===== src/rtl/reg_arb_pkg.sv =====
// rtl/reg_arb_pkg.sv - shared types, default sizes and index helper for reg_bank_arbiter
//
// Contents:
//   arb_state_e  : arbiter FSM state (IDLE, GRANT, LOCK)
//   *_DEF        : default NREQ / DATA_W / NREG / LOCK_MAX
//   rr_next()    : round-robin successor index, wrapping n-1 -> 0
package reg_arb_pkg;

  typedef enum logic [1:0] {
    IDLE  = 2'd0,
    GRANT = 2'd1,
    LOCK  = 2'd2
  } arb_state_e;

  localparam int NREQ_DEF     = 4;
  localparam int DATA_W_DEF   = 8;
  localparam int NREG_DEF     = 4;
  localparam int LOCK_MAX_DEF = 8;

  function automatic int rr_next(int idx, int n);
    return (idx + 1 >= n) ? 0 : idx + 1;
  endfunction

endpackage


===== src/rtl/dff_bank.sv =====
// rtl/dff_bank.sv - NREG x DATA_W register bank, one write port, one combinational read port
//
// Ports:
//   clk, rst_n     : clock, synchronous active-low reset (clears every register)
//   we/waddr/wdata : write port, applied at posedge
//   raddr/rdata    : combinational read, no write bypass; out-of-range reads return 0
module dff_bank
  import reg_arb_pkg::*;
#(
  parameter int NREG   = NREG_DEF,
  parameter int DATA_W = DATA_W_DEF,
  parameter int ADDR_W = 2
) (
  input  logic              clk,
  input  logic              rst_n,
  input  logic              we,
  input  logic [ADDR_W-1:0] waddr,
  input  logic [DATA_W-1:0] wdata,
  input  logic [ADDR_W-1:0] raddr,
  output logic [DATA_W-1:0] rdata
);

  logic [DATA_W-1:0] mem_q [NREG];

  always_ff @(posedge clk) begin
    if (!rst_n) begin
      for (int i = 0; i < NREG; i++) begin
        mem_q[i] <= '0;
      end
    end else if (we) begin
      mem_q[waddr] <= wdata;
    end
  end

  always_comb begin
    rdata = '0;
    if ({1'b0, raddr} < (ADDR_W + 1)'(NREG)) begin
      rdata = mem_q[raddr];
    end
  end

endmodule


===== src/rtl/reg_bank_arbiter.sv =====
// rtl/reg_bank_arbiter.sv - round-robin arbitrated write port in front of a DFF register bank
//
// Ports:
//   clk, rst_n         : clock, synchronous active-low reset
//   req/req_addr/req_data : per-requester write request, flattened addr/data
//   lock               : per-requester burst lock (honoured only with ARB_LOCK_EN)
//   gnt                : registered one-hot grant pulse; the gnt cycle is the write cycle
//   busy               : |gnt
//   rd_addr/rd_data    : combinational bank read
// Build option: ARB_LOCK_EN enables the LOCK state and the burst counter.
module reg_bank_arbiter
  import reg_arb_pkg::*;
#(
  parameter int  NREQ     = NREQ_DEF,
  parameter int  DATA_W   = DATA_W_DEF,
  parameter int  NREG     = NREG_DEF,
  parameter int  LOCK_MAX = LOCK_MAX_DEF,
  localparam int ADDR_W   = (NREG > 1) ? $clog2(NREG) : 1
) (
  input  logic                   clk,
  input  logic                   rst_n,
  input  logic [NREQ-1:0]        req,
  input  logic [NREQ*ADDR_W-1:0] req_addr,
  input  logic [NREQ*DATA_W-1:0] req_data,
  input  logic [NREQ-1:0]        lock,
  output logic [NREQ-1:0]        gnt,
  output logic                   busy,
  input  logic [ADDR_W-1:0]      rd_addr,
  output logic [DATA_W-1:0]      rd_data
);

  localparam int IDX_W = $clog2(NREQ);
  localparam int CNT_W = $clog2(LOCK_MAX + 1);

  arb_state_e        state_q, state_d;
  logic [NREQ-1:0]   gnt_q, gnt_d;
  logic [IDX_W-1:0]  ptr_q, ptr_d;
  logic [ADDR_W-1:0] wr_addr_q, wr_addr_d;
  logic [DATA_W-1:0] wr_data_q, wr_data_d;

  logic [NREQ-1:0]   eligible;
  logic [NREQ-1:0]   rot;
  logic              win_found;
  logic [IDX_W-1:0]  win_idx;
  logic              hold_lock;
  logic              bank_we;

`ifdef ARB_LOCK_EN
  logic [IDX_W-1:0]  owner_q, owner_d;
  logic [CNT_W-1:0]  lock_cnt_q, lock_cnt_d;
`else
  logic unused_lock;
  assign unused_lock = ^{lock, CNT_W'(LOCK_MAX)};
`endif

  always_comb begin
    gnt_d     = '0;
    ptr_d     = ptr_q;
    state_d   = IDLE;
    wr_addr_d = wr_addr_q;
    wr_data_d = wr_data_q;
    win_found = 1'b0;
    win_idx   = '0;
    hold_lock = 1'b0;
    // Last cycle's grant masks its requester so a req not yet dropped is not regranted.
    eligible  = req & ~gnt_q;
    // Rotate so bit 0 is the pointer position; lowest set bit is then the RR winner.
    rot       = NREQ'({eligible, eligible} >> ptr_q);
`ifdef ARB_LOCK_EN
    owner_d    = owner_q;
    lock_cnt_d = lock_cnt_q;
    hold_lock  = (state_q == LOCK) && (lock_cnt_q < CNT_W'(LOCK_MAX))
               && req[owner_q] && lock[owner_q];
`endif
    if (hold_lock) begin
      // Locked owner bypasses its mask; pointer stays frozen for the burst.
      win_found = 1'b1;
      state_d   = LOCK;
`ifdef ARB_LOCK_EN
      win_idx    = owner_q;
      lock_cnt_d = lock_cnt_q + 1'b1;
`endif
    end else begin
      // Scan from far to near so the nearest eligible offset is the final assignment.
      for (int i = NREQ - 1; i >= 0; i--) begin
        if (rot[i]) begin
          win_found = 1'b1;
          win_idx   = IDX_W'((int'(ptr_q) + i) % NREQ);
        end
      end
      if (win_found) begin
        ptr_d   = IDX_W'(rr_next(int'(win_idx), NREQ));
        state_d = GRANT;
`ifdef ARB_LOCK_EN
        if (lock[win_idx]) begin
          state_d    = LOCK;
          owner_d    = win_idx;
          lock_cnt_d = CNT_W'(1);
        end
`endif
      end
    end
    if (win_found) begin
      gnt_d = NREQ'(1) << win_idx;
      for (int i = 0; i < NREQ; i++) begin
        if (int'(win_idx) == i) begin
          wr_addr_d = req_addr[i*ADDR_W +: ADDR_W];
          wr_data_d = req_data[i*DATA_W +: DATA_W];
        end
      end
    end
  end

  always_ff @(posedge clk) begin
    if (!rst_n) begin
      state_q   <= IDLE;
      gnt_q     <= '0;
      ptr_q     <= '0;
      wr_addr_q <= '0;
      wr_data_q <= '0;
    end else begin
      state_q   <= state_d;
      gnt_q     <= gnt_d;
      ptr_q     <= ptr_d;
      wr_addr_q <= wr_addr_d;
      wr_data_q <= wr_data_d;
    end
  end

`ifdef ARB_LOCK_EN
  always_ff @(posedge clk) begin
    if (!rst_n) begin
      owner_q    <= '0;
      lock_cnt_q <= '0;
    end else begin
      owner_q    <= owner_d;
      lock_cnt_q <= lock_cnt_d;
    end
  end
`endif

  // Captured write is committed at the end of the gnt cycle; out-of-range addresses are dropped.
  assign bank_we = (|gnt_q) && ({1'b0, wr_addr_q} < (ADDR_W + 1)'(NREG));

  dff_bank #(
    .NREG   (NREG),
    .DATA_W (DATA_W),
    .ADDR_W (ADDR_W)
  ) u_bank (
    .clk   (clk),
    .rst_n (rst_n),
    .we    (bank_we),
    .waddr (wr_addr_q),
    .wdata (wr_data_q),
    .raddr (rd_addr),
    .rdata (rd_data)
  );

  assign gnt  = gnt_q;
  assign busy = |gnt_q;

endmodule


===== config.mk =====
export PLATFORM = sky130hd
export DESIGN_NAME = reg_bank_arbiter
export DESIGN_NICKNAME = d
export VERILOG_FILES = /design/src/rtl/reg_arb_pkg.sv /design/src/rtl/dff_bank.sv /design/src/rtl/reg_bank_arbiter.sv
export SDC_FILE = /design/constraint.sdc
export NUM_CORES = 1
export LEC_CHECK = 0
export CAP_MARGIN = 10
export CORE_MARGIN = 3
export CORE_UTILIZATION = 48
export CTS_CLUSTER_DIAMETER = 80
export DETAILED_ROUTE_END_ITERATION = 10
export PLACE_DENSITY = 0.83
export SYNTH_ARGS = -nofsm -noshare
export SYNTH_HDL_FRONTEND = slang
export SYNTH_HIERARCHICAL = 1
export SYNTH_SLANG_ARGS = --single-unit

===== constraint.sdc =====
create_clock -name clk -period 4.3 [get_ports clk]
set_input_delay 0.86 -clock clk [delete_from_list [all_inputs] [get_ports clk]]
set_output_delay 0.86 -clock clk [all_outputs]
set_load 0.01 [all_outputs]

==> results.tsv <==
stage	metric	value	unit
routing	dr.pass1.iters	4	
worst_setup_path	cpMostUsedCell	clkdlybuf4s50_1	
cts	cts-resized-gates	0	
cts	clock_latency	0.30	ns
placed_design	hpwlAfterDp	3320	µm
cells_and_area	post-route-util	66.0	%
cells_and_area	nFillCells	369	
yosys	avgSynthCellArea	11.9	µm²
cts	hold_buffers	0	
worst_setup_path	critPathLaunch	rd_addr[0]	
worst_setup_path	rr_startpoint	gnt[0]	
routing	vias	1662	
timing	tns	0	ns
yosys	seq_area_frac_synth	53.2	%
timing	clock_skew	0.00444	ns
yosys	ys_types	33	
timing	finalSetupViolCount	0	
cts	cts.clk_slew.worst_paths	0.08	ns
timing	relSlewSlack	48.3	%
timing	fmax	0.275	GHz
die	ios	65	
worst_setup_path	cp_slowest_stage_delay	0.83	ns
cts	numCtsBuffers	5	
yosys	synth_seq_cells	48	
cells_and_area	final_cell_mix	60 x clkdlybuf4s50_1, 32 x edfxtp_1, 24 x and2_1	
worst_setup_path	cp_data_arrival_time	2.77	ns
timing	fin_crit	3.63	ns
timing	rsz0062_at_grt	false	
global_route	grt_pass1_wl	7160	µm
cts	cts_root_buf	clkbuf_8	
worst_setup_path	worstPathMaxFanout	8	
worst_setup_path	r2r-end	wr_addr_q[0]	
cells_and_area	synthToLayoutAreaGrowth	31.2	%
cts	cts_setup_buffers	0	
min_path	worstHoldPathType	reg2reg	
global_route	grt_use_total	15.5	%
die	dieArea	5900	µm²
routing	viasPerCell	5.07	
routing	drc	0	
cells_and_area	diodes	0	
yosys	synthCells	202	
pwr	vdd_drop_max	0.229	mV
worst_setup_path	r2r_slack	2.01	ns
yosys	syn-cell-area	2410	µm²
cells_and_area	finalInstanceArea	3160	µm²
cells_and_area	regArea	1280	µm²
worst_setup_path	path_buf_inv	2	
worst_setup_path	slowest_stage	clkdlybuf4s50_1	
timing	fin_crit_sh	84.4	%
timing	hold_violations	0	
cells_and_area	fin_nets	315	
worst_setup_path	cp-end-kind	primary output	
cells_and_area	final_common_cell	clkdlybuf4s50_1	
pwr	p_leak	1.18	nW
timing	drv_slew	0	
die	die_w	76.8	µm
worst_setup_path	rr_worst_depth	9	
global_route	antenna_found_initial	0	
min_path	min-delay-start	wr_data_q[0]	
pwr	power_density	487	nW/µm²
min_path	hold_depth	2	
pwr	total_power	1.54	mW
global_route	overflow	0	
timing	worst_pin_slew	0.773	ns
routing	drtIter0Drc	88	
global_route	grt_pass1_vias	1537	
cts	clk_path_buf_depth	2	
global_route	grt_max_degree	29	
routing	wl_per_cell	13.6	µm
cells_and_area	multi_input_area	1060	µm²
cts	cts.sinks	48	
worst_setup_path	required	3.44	ns
cells_and_area	drive_gt1_share	8.43	%
yosys	syn-num-nets	257	
worst_setup_path	crit_family	buffers and inverters	
cts	tritoncts	built	
placed_design	gp_congestion	0.720	
yosys	yosysWarnings	6	
placed_design	io_buffers	60	
placed_design	placed_cell_area	3060	µm²
die	initial_core_util	50.3	%
die	num_rows	25	
worst_setup_path	path_class	in2out	
min_path	min_to	wr_data_q[0]	
worst_setup_path	critPathLaunchType	primary input	
die	die_h	76.8	µm
routing	ant_nets	0	
run	maxCapViolations	0	
die	core	4790	µm²
cts	htreeDepth	2	
routing	wirelength	4470	µm
worst_setup_path	path_cells	clkdlybuf4s50_1, mux4_2, clkdlybuf4s50_1	
run_status	status	complete, no violations	
## Yosys cell counts, drive strengths merged
library cell | instances | area, µm²
edfxtp | 32 | 961
and2 | 24 | 150
o21ai | 24 | 120
mux2i | 21 | 210
dfxtp | 16 | 320
nand2 | 13 | 48.8
a21oi | 10 | 50.1
clkbuf | 9 | 35.0
and3 | 8 | 50.1
mux4 | 8 | 180
nand2b | 5 | 31.3
inv | 4 | 15.0
nor2b | 4 | 25.0
nor3 | 4 | 20.0
ha | 3 | 37.5
and4b | 2 | 20.0
buf | 2 | 16.3
nor2 | 2 | 7.51
a211oi | 1 | 7.51
a311oi | 1 | 26.3
and4bb | 1 | 12.5
nand3 | 1 | 5.00
nand3b | 1 | 7.51
nand4 | 1 | 6.26
nor3b | 1 | 7.51
o21a | 1 | 7.51
o221a | 1 | 11.3
o22a | 1 | 10.0
or4 | 1 | 7.51
## logic make-up after synthesis
family	after synthesis	share of synthesized area, %
compound gates	39	9.67
fa+ha+maj	3	1.56
buf+inv	15	2.75
flops	48	53.2
mux	29	16.2
simple gates	68	16.6
## where the power goes
part	switching, mW	internal (mW)
logic	0.271	0.286
clock network	0.143	0.149
registers	0.0704	0.619
total	0.485	1.05
## cell type report
type | count | area share [%]
multi-input combinational | 139 | 33.6
tap | 67 | 2.65
sequential | 48 | 40.6
clock inverter | 1 | 0.158
inverter | 4 | 0.475
timing repair buffer | 62 | 19.5
clock buffer | 7 | 3.09
## state kept, by name (all words and copies together), names as in the netlist
name,count
wr_addr_q,2
gnt,4
wr_data_q,8
u_bank/mem_q,32
ptr_q,2
## routing by layer
metal | global-route usage, % | up-vias | routed length (µm)
met3 | 4.34 | 5 | 281
met5 | 0 | - | 0
met2 | 24.7 | 66 | 2080
met1 | 20.1 | 733 | 2040
li1 | - | 858 | -
met4 | 5.98 | 0 | 63
## how the worst max path moves through the flow
stage / cells past startpoint / endpoint
after floorplan: 7 / wr_addr_q[0]
after global placement: 3 / rd_data[0]
after detailed placement: 3 / rd_data[0]
after CTS: 3 / rd_data[0]
after global routing: 3 / rd_data[3]
final: 3 / rd_data[0]
## metrics by stage
stage                     std cells  hold WS, ns  setup WS [ns]
final                           328        0.561          0.669
after global routing            328        0.608          0.566
after CTS                       328        0.558          0.642
after detailed placement        320        0.540          0.646
after global placement          320        0.542          0.657
after floorplan                 202        0.514           1.75
## worst reg2reg max path, stage by stage (launching register included)
cell	delay, ns
dfxtp_1	0.38
nand2b_1	0.18
o21ai_1	0.11
a311oi_4	0.43
inv_2	0.08
ha_1	0.39
mux2i_1	0.24
o21ai_0	0.10
mux2i_1	0.15
a21oi_1	0.08
(Power assumes the default switching activity.)
